--- src/rtl/uart_rx16.sv ---
// uart_rx16: 16-bit UART receiver with oversampled line sampling.
// Frame: start bit (0), 16 data bits LSB first, one stop bit (1).
// A received word is offered on a valid/ready handshake; framing and
// overrun problems are reported as single-cycle pulses.
module uart_rx16 #(
   parameter int OVERSAMPLE = 16
) (
   input  logic        clk,
   input  logic        rst_n,
   input  logic        rx,
   output logic [15:0] data,
   output logic        data_valid,
   input  logic        data_ready,
   output logic        busy,
   output logic        frame_err,
   output logic        overrun_err
);

   localparam int CNT_W = $clog2(OVERSAMPLE);
   // Last tick of the half-bit wait that lands on the start-bit centre.
   localparam logic [CNT_W-1:0] HALF_LAST = CNT_W'(OVERSAMPLE / 2 - 1);
   // Last tick of a full bit period.
   localparam logic [CNT_W-1:0] BIT_LAST  = CNT_W'(OVERSAMPLE - 1);

   typedef enum logic [2:0] {
      S_IDLE,
      S_START,
      S_DATA,
      S_STOP,
      S_BREAK
   } state_t;

   state_t           state;
   state_t           state_nx;
   logic [CNT_W-1:0] cnt;
   logic [CNT_W-1:0] cnt_nx;
   logic [3:0]       bit_idx;
   logic [3:0]       bit_idx_nx;
   logic [15:0]      shift;
   logic [15:0]      shift_nx;
   logic [15:0]      data_nx;
   logic             data_valid_nx;
   logic             busy_nx;
   logic             frame_err_nx;
   logic             overrun_err_nx;
   logic             rx_m;
   logic             rx_s;
   logic             pop;

   // The consumer takes the held word on this edge.
   assign pop = data_valid & data_ready;

   // Two-flop synchronizer; resets to the idle (high) line level.
   always_ff @(posedge clk or negedge rst_n) begin
      if (!rst_n) begin
         rx_m <= 1'b1;
         rx_s <= 1'b1;
      end else begin
         rx_m <= rx;
         rx_s <= rx_m;
      end
   end

   // Next-state, datapath and output computation for the receive FSM.
   always_comb begin
      state_nx       = state;
      cnt_nx         = cnt;
      bit_idx_nx     = bit_idx;
      shift_nx       = shift;
      data_nx        = data;
      data_valid_nx  = data_valid;
      frame_err_nx   = 1'b0;
      overrun_err_nx = 1'b0;

      // A pop is applied before any completion on the same edge, so a
      // completing frame below sees the freed slot.
      if (pop) begin
         data_valid_nx = 1'b0;
      end

      case (state)
         S_IDLE: begin
            if (!rx_s) begin
               state_nx = S_START;
               cnt_nx   = '0;
            end
         end

         S_START: begin
            if (cnt == HALF_LAST) begin
               cnt_nx = '0;
               if (rx_s) begin
                  // Line went back high before mid start bit: glitch.
                  state_nx = S_IDLE;
               end else begin
                  state_nx   = S_DATA;
                  bit_idx_nx = '0;
               end
            end else begin
               cnt_nx = cnt + 1'b1;
            end
         end

         S_DATA: begin
            if (cnt == BIT_LAST) begin
               cnt_nx   = '0;
               shift_nx = {rx_s, shift[15:1]};
               if (bit_idx == 4'd15) begin
                  state_nx   = S_STOP;
                  bit_idx_nx = '0;
               end else begin
                  bit_idx_nx = bit_idx + 1'b1;
               end
            end else begin
               cnt_nx = cnt + 1'b1;
            end
         end

         S_STOP: begin
            if (cnt == BIT_LAST) begin
               cnt_nx = '0;
               if (rx_s) begin
                  state_nx = S_IDLE;
                  if (data_valid && !data_ready) begin
                     // Previous word still unconsumed: keep it, drop new one.
                     overrun_err_nx = 1'b1;
                  end else begin
                     data_nx       = shift;
                     data_valid_nx = 1'b1;
                  end
               end else begin
                  frame_err_nx = 1'b1;
                  state_nx     = S_BREAK;
               end
            end else begin
               cnt_nx = cnt + 1'b1;
            end
         end

         S_BREAK: begin
            // Wait out a held-low line so it raises only one frame_err.
            if (rx_s) begin
               state_nx = S_IDLE;
            end
         end

         default: begin
            state_nx = S_IDLE;
            cnt_nx   = '0;
         end
      endcase

      busy_nx = (state_nx != S_IDLE);
   end

   // State and registered outputs.
   always_ff @(posedge clk or negedge rst_n) begin
      if (!rst_n) begin
         state       <= S_IDLE;
         cnt         <= '0;
         bit_idx     <= '0;
         shift       <= '0;
         data        <= '0;
         data_valid  <= 1'b0;
         busy        <= 1'b0;
         frame_err   <= 1'b0;
         overrun_err <= 1'b0;
      end else begin
         state       <= state_nx;
         cnt         <= cnt_nx;
         bit_idx     <= bit_idx_nx;
         shift       <= shift_nx;
         data        <= data_nx;
         data_valid  <= data_valid_nx;
         busy        <= busy_nx;
         frame_err   <= frame_err_nx;
         overrun_err <= overrun_err_nx;
      end
   end

endmodule

--- config.mk ---
export PLATFORM = sky130hd
export DESIGN_NAME = uart_rx16
export DESIGN_NICKNAME = d
export VERILOG_FILES = /design/src/rtl/uart_rx16.sv
export SDC_FILE = /design/constraint.sdc
export NUM_CORES = 1
export LEC_CHECK = 0
export CORE_ASPECT_RATIO = 1.5
export CORE_UTILIZATION = 42
export CTS_CLUSTER_SIZE = 14
export DETAILED_ROUTE_END_ITERATION = 10
export GPL_TIMING_DRIVEN = 1
export PLACE_DENSITY = 0.62
export SETUP_SLACK_MARGIN = 0.5
export SYNTH_ARGS = -nofsm -noshare
export SYNTH_HDL_FRONTEND = slang
export SYNTH_SLANG_ARGS = --single-unit
--- constraint.sdc ---
create_clock -name clk -period 4.38 [get_ports clk]
set_clock_uncertainty 0.1 [all_clocks]
set_input_delay 0.438 -clock clk [delete_from_list [all_inputs] [get_ports clk]]
set_output_delay 0.438 -clock clk [all_outputs]
set_load 0.01 [all_outputs]
Word level (Yosys, flattened, before mapping)
Index checks and enable logic that the tools add are counted.

Register bits: 49. Input bits: 4. Output and inout bits: 20. Logic and storage cells: 66.

$add $sub $neg: 2. Equal/unequal tests: 11. Muxes and demuxes: 29. Bitwise gates (word level): 3. Reductions and logical operators: 10.

Operator list (number): 2-to-1 mux 4 bit (6); 2-to-1 mux 3 bit (7); one-hot mux 4 bit (4 select lines) (1); one-hot mux 3 bit (5 select lines) (1); 2-to-1 mux 1 bit (12); adder 4 x 1 -> 4 bit (second input constant) (2); == test 4 bit (second input constant) (2); inequality test 2 bit (second input constant) (4); one-hot mux 4 bit (2 select lines) (1); AND reduction 4 bit (2); == test 3 x 2 -> 1 bit (second input constant) (2); == test 4 x 3 -> 1 bit (second input constant) (1); AND reduction 2 bit (2); == test 3 x 1 -> 1 bit (second input constant) (1); == test 3 bit (second input constant) (1); logical NOT 3 bit (1); nonzero test 3 bit (1); 2-to-1 mux 2 bit (1); inverter 1 bit (2); nonzero test 2 bit (1); OR reduction 2 bit (1); bitwise AND 1 bit (1); logical AND 1 bit (1); logical NOT 1 bit (1).

Depth between registers and ports, before layout
Depth after elaboration: 6. Depth in mapped cells: 6. Mapped depth without buffers: 5.

Least setup slack after synthesis
OpenSTA, ideal clock, no wires.

Kind: register to register. Start point: register cnt[0]. End point: register shift[0]. Setup time: 125 ps. Arrival time: 1634 ps. Required time: 4155 ps. Path slack: 2521 ps. Stages on the path, launching flop included: 6. Buffers on the path: 1. Path through: dfrtp_1 > ha_1 > nand2_2 > or4_4 > buf_6 > mux2_4.

Longest elaborated chain between the ends: 2.

RTL lines: start, declared (RTL line 35) `logic [CNT_W-1:0] cnt;`; start signal, assigned (RTL line 170) `cnt <= cnt_nx;`; == test 4 bit (RTL line 105) `if (cnt == BIT_LAST) begin`; AND reduction 2 bit (no line); end signal, assigned (RTL line 172) `shift <= shift_nx;`; end, declared (RTL line 39) `logic [15:0] shift;`.

No other way between the ends. A chain may end at the register's enable or synchronous reset.

Final worst setup path
Start point: register cnt[0]. End point: register shift[14].

Same word-level chain as after synthesis.

==> implementation parameters <==
Parameter                              Value

Setup path
  Count of cells along the worst register-to-register path    4
  Worst stage delay on the critical path    0.71 ns
  Type of the worst setup path    flip-flop to flip-flop
  Crit-path cells    ha_1 > nand2_2 > or4_4 > mux2_4
  Critical Path End Type    flip-flop
  Critical path required time    4.46 ns
  Cell with the largest stage delay on the worst path    sky130_fd_sc_hd__or4_4
  Endpoint arrival time on the critical path    2.14 ns
  Critical Path Source Type    flip-flop
  Maximum fanout encountered on the critical timing path    20

Synth
  Post-synthesis sequential area ratio    56.96%
  Area share of the largest cell type after synthesis    54.52%
  Register bit total from synthesis    49
  Cells after Synth    150
  Async S/R FF share, synth    100.0%
  Flip-flop cell with the highest count after synthesis    sky130_fd_sc_hd__dfrtp_1
  Cell types with the highest counts after synthesis    sky130_fd_sc_hd__dfrtp_1, sky130_fd_sc_hd__mux2_4, sky130_fd_sc_hd__nand2_1, sky130_fd_sc_hd__nor2_1
  Synth warn    0
  Number of synthesized flops with an enable pin    0
  Top post-synthesis cells by area    sky130_fd_sc_hd__dfrtp_1, sky130_fd_sc_hd__mux2_4, sky130_fd_sc_hd__mux2_2
  Cell variety after synth    38
  Post-Syn Nets    156
  Post-Syn Area    0.002157 mm²
  Post-synthesis cell type with the largest combined area    sky130_fd_sc_hd__dfrtp_1
  Average cell area after synthesis    14.38 µm²
  Cell with the most instances after synthesis    sky130_fd_sc_hd__dfrtp_1

CTS
  Later-pin clock latency in the skew report    0.30 ns
  Cell at the root of the clock tree    sky130_fd_sc_hd__clkbuf_8
  CTS Hold Buffers Added    0
  Clock net sink count    49
  Post-cts gate resize count    0
  CTS Buf Count    5
  Worst-case clock buffer depth    2
  Clock tree from TritonCTS    yes
  Clock Pin Slew Worst Setup and Hold Paths    0.09 ns
  Post-CTS setup-driven buffer insertion count    0
  Number of levels in the clock H-tree    2

Die
  Total die area    0.005432 mm²
  Die height    89.77 µm
  Placement row count    31
  Die Wd    60.52 µm
  Number of primary I/O pins    24
  Starting utilization of the core area    44.14%
  Area of the placeable core    0.004887 mm²

Placement
  PortBufs    23
  Worst slack at placement    2.321 ns
  Placed Instance Area    0.002405 mm²
  Weighted congestion at the end of routability-driven global placement    0.8150
  Detail Placement HPWL    2370 µm

Power
  Sw Ratio    28.28%
  Power per cell area    427.5 mW/mm²
  Internal power    0.0007741 W
  Combinational power share    17.7%
  Sequential group share of total power    51.5%
  Switching power    0.0003052 W
  Worst supply voltage drop on vdd    0.0002758 V
  Power, Total    0.001079 W
  Leakage power    1.234 nW
  Clock power frac    30.7%

Cells and area
  Count of fill cells added during filler insertion    427
  Flip-flop and latch area    0.001229 mm²
  Layout area overhead    17.05%
  Multi-input logic area    853.3 µm²
  Total Nets Final    178
  Design Area, Final    0.002525 mm²
  Share of cells above drive strength 1    29.48%
  Final antenna diode count    0
  Core Util, Final    51.66%

Route
  Remaining number of nets flagged by the antenna check after routing    0
  Detailed Route Iter0 Violations    47
  Routed wire length per instance    14.41 µm
  Vias    1,229
  Drt pass-1 iters    6
  Sum of routed wire length over all layers    3445 µm
  DRC    0
  Number of vias per cell after detailed routing    5.142

STA
  Number of max-slew violations in the final report    0
  Final setup slack of the worst path    2.320 ns
  RSZ-0062 raised after global routing    no
  Fraction of the cycle the final worst path needs    47.04%
  Max Clock Freq    0.4854 GHz
  Slew at the pin closest to its max-slew limit    1.031 ns
  Final period demand of the worst path    2.060 ns
  Total Negative Setup Slacks    0 ns
  Worst max-slew margin expressed relative to the limit    31.24%
  Number of endpoints with negative hold slack in the final report    0
  Setup-failing EPs final    0

Global routing
  Via count of the first global-routing pass    1,300
  Global-route wire length before repair    6003 µm
  Overall fraction of global-route tracks in use    14.48%
  Pin count of the biggest net entering global routing    50
  Overall overflow remaining after global route    0
  Initial antenna violation count    0

Status
  Result of the run    finished clean

Flow run
  Max-cap violation count    0

Min path
  Worst hold path type    primary input to async pin
-- path summary, 6_finish.rpt --
| kind | start | end | slack, ns |
|---|---|---|---|
| max in group asynchronous | rst_n | state[2] | 3.33 |
| hold / removal | rst_n | data[1] | 0.21 |
| hold reg to reg | rx_m | rx_s | 0.26 |
| min in group clk | rx_m | rx_s | 0.26 |
| setup reg to reg | cnt[0] | shift[14] | 2.32 |
| setup / recovery | cnt[0] | shift[14] | 2.32 |
-- flip-flops by register name, summed over array words and instances, names as in the netlist --
signal,count
rx_m,1
rx_s,1
frame_err,1
busy,1
data_valid,1
state,3
bit_idx,4
cnt,4
data,16
shift,16
overrun_err,1
-- placed cells by master, fill, tap and decap left out, types with 2 or more instances in the layout --
master                            instances
sky130_fd_sc_hd__dfrtp_1                 47
sky130_fd_sc_hd__mux2_4                  26
sky130_fd_sc_hd__clkdlybuf4s50_1         22
sky130_fd_sc_hd__nor2_1                   7
sky130_fd_sc_hd__nand2_1                  7
sky130_fd_sc_hd__o21ai_0                  6
sky130_fd_sc_hd__mux2_2                   6
sky130_fd_sc_hd__clkbuf_8                 6
sky130_fd_sc_hd__inv_1                    4
sky130_fd_sc_hd__a21oi_1                  3
sky130_fd_sc_hd__nand2b_1                 3
sky130_fd_sc_hd__or3b_2                   2
sky130_fd_sc_hd__nand3_1                  2
sky130_fd_sc_hd__xor2_1                   2
sky130_fd_sc_hd__a22o_1                   2
sky130_fd_sc_hd__a211o_1                  2
sky130_fd_sc_hd__o21ai_1                  2
sky130_fd_sc_hd__ha_1                     2
sky130_fd_sc_hd__dfstp_2                  2
-- routing by layer --
layer	wire length (µm)	track usage (%)
met4	49	6.061
met5	0	0
met2	1847	23.26
met1	1458	18.14
met3	90	3.453
-- cell families (layout without fill, tap and decap cells) --
group	after synthesis	in the layout	synth area share [%]
AOI/OAI and AO/OA	22	22	7.135
xor gates and xnor gates	2	2	0.8122
adders and majority gates	2	2	1.160
buffers and inverters	12	35	3.480
DFF	49	49	56.96
muxes	32	32	21.23
and+or+nand+nor	31	31	9.224
-- area by class of cell --
class                           instances  area share (%)
Tap cell                               66           3.271
Sequential cell                        49           48.66
Multi-Input combinational cell         89           33.80
Clock buffer                            6           3.271
Timing Repair Buffer                   23           8.920
Inverter                                4          0.5946
Clock inverter                          2           1.487
-- power by group through the flow --
stage | registers, W | clock network, W | logic [W]
2_1_floorplan | 0.000528 | 0 | 0.000181
3_3_place_gp | 0.000557 | 0 | 0.000182
3_5_place_dp | 0.000564 | 0 | 0.000192
4_1_cts | 0.000555 | 0.000343 | 0.000194
5_1_grt | 0.000562 | 0.000363 | 0.000214
6_report | 0.000556 | 0.000332 | 0.000191
-- critical path: cells and delay by family, from the launching register on --
family | cells | cell delay [ns]
multiplexers | 1 | 0.36
flip-flops | 1 | 0.40
adder cells (fa/ha/maj) | 1 | 0.24
AND/OR/NAND/NOR | 2 | 0.84
-- through the flow --
| stage | hold slack (ns) | instances |
|---|---|---|
| final | 0.2103 | 239 |
| after global placement | 0.2466 | 231 |
| after CTS | 0.2527 | 239 |
| after detailed placement | 0.2527 | 231 |
| after global routing | 0.2700 | 239 |
| after floorplan | 0.04241 | 150 |
(Power assumes the default switching activity.)
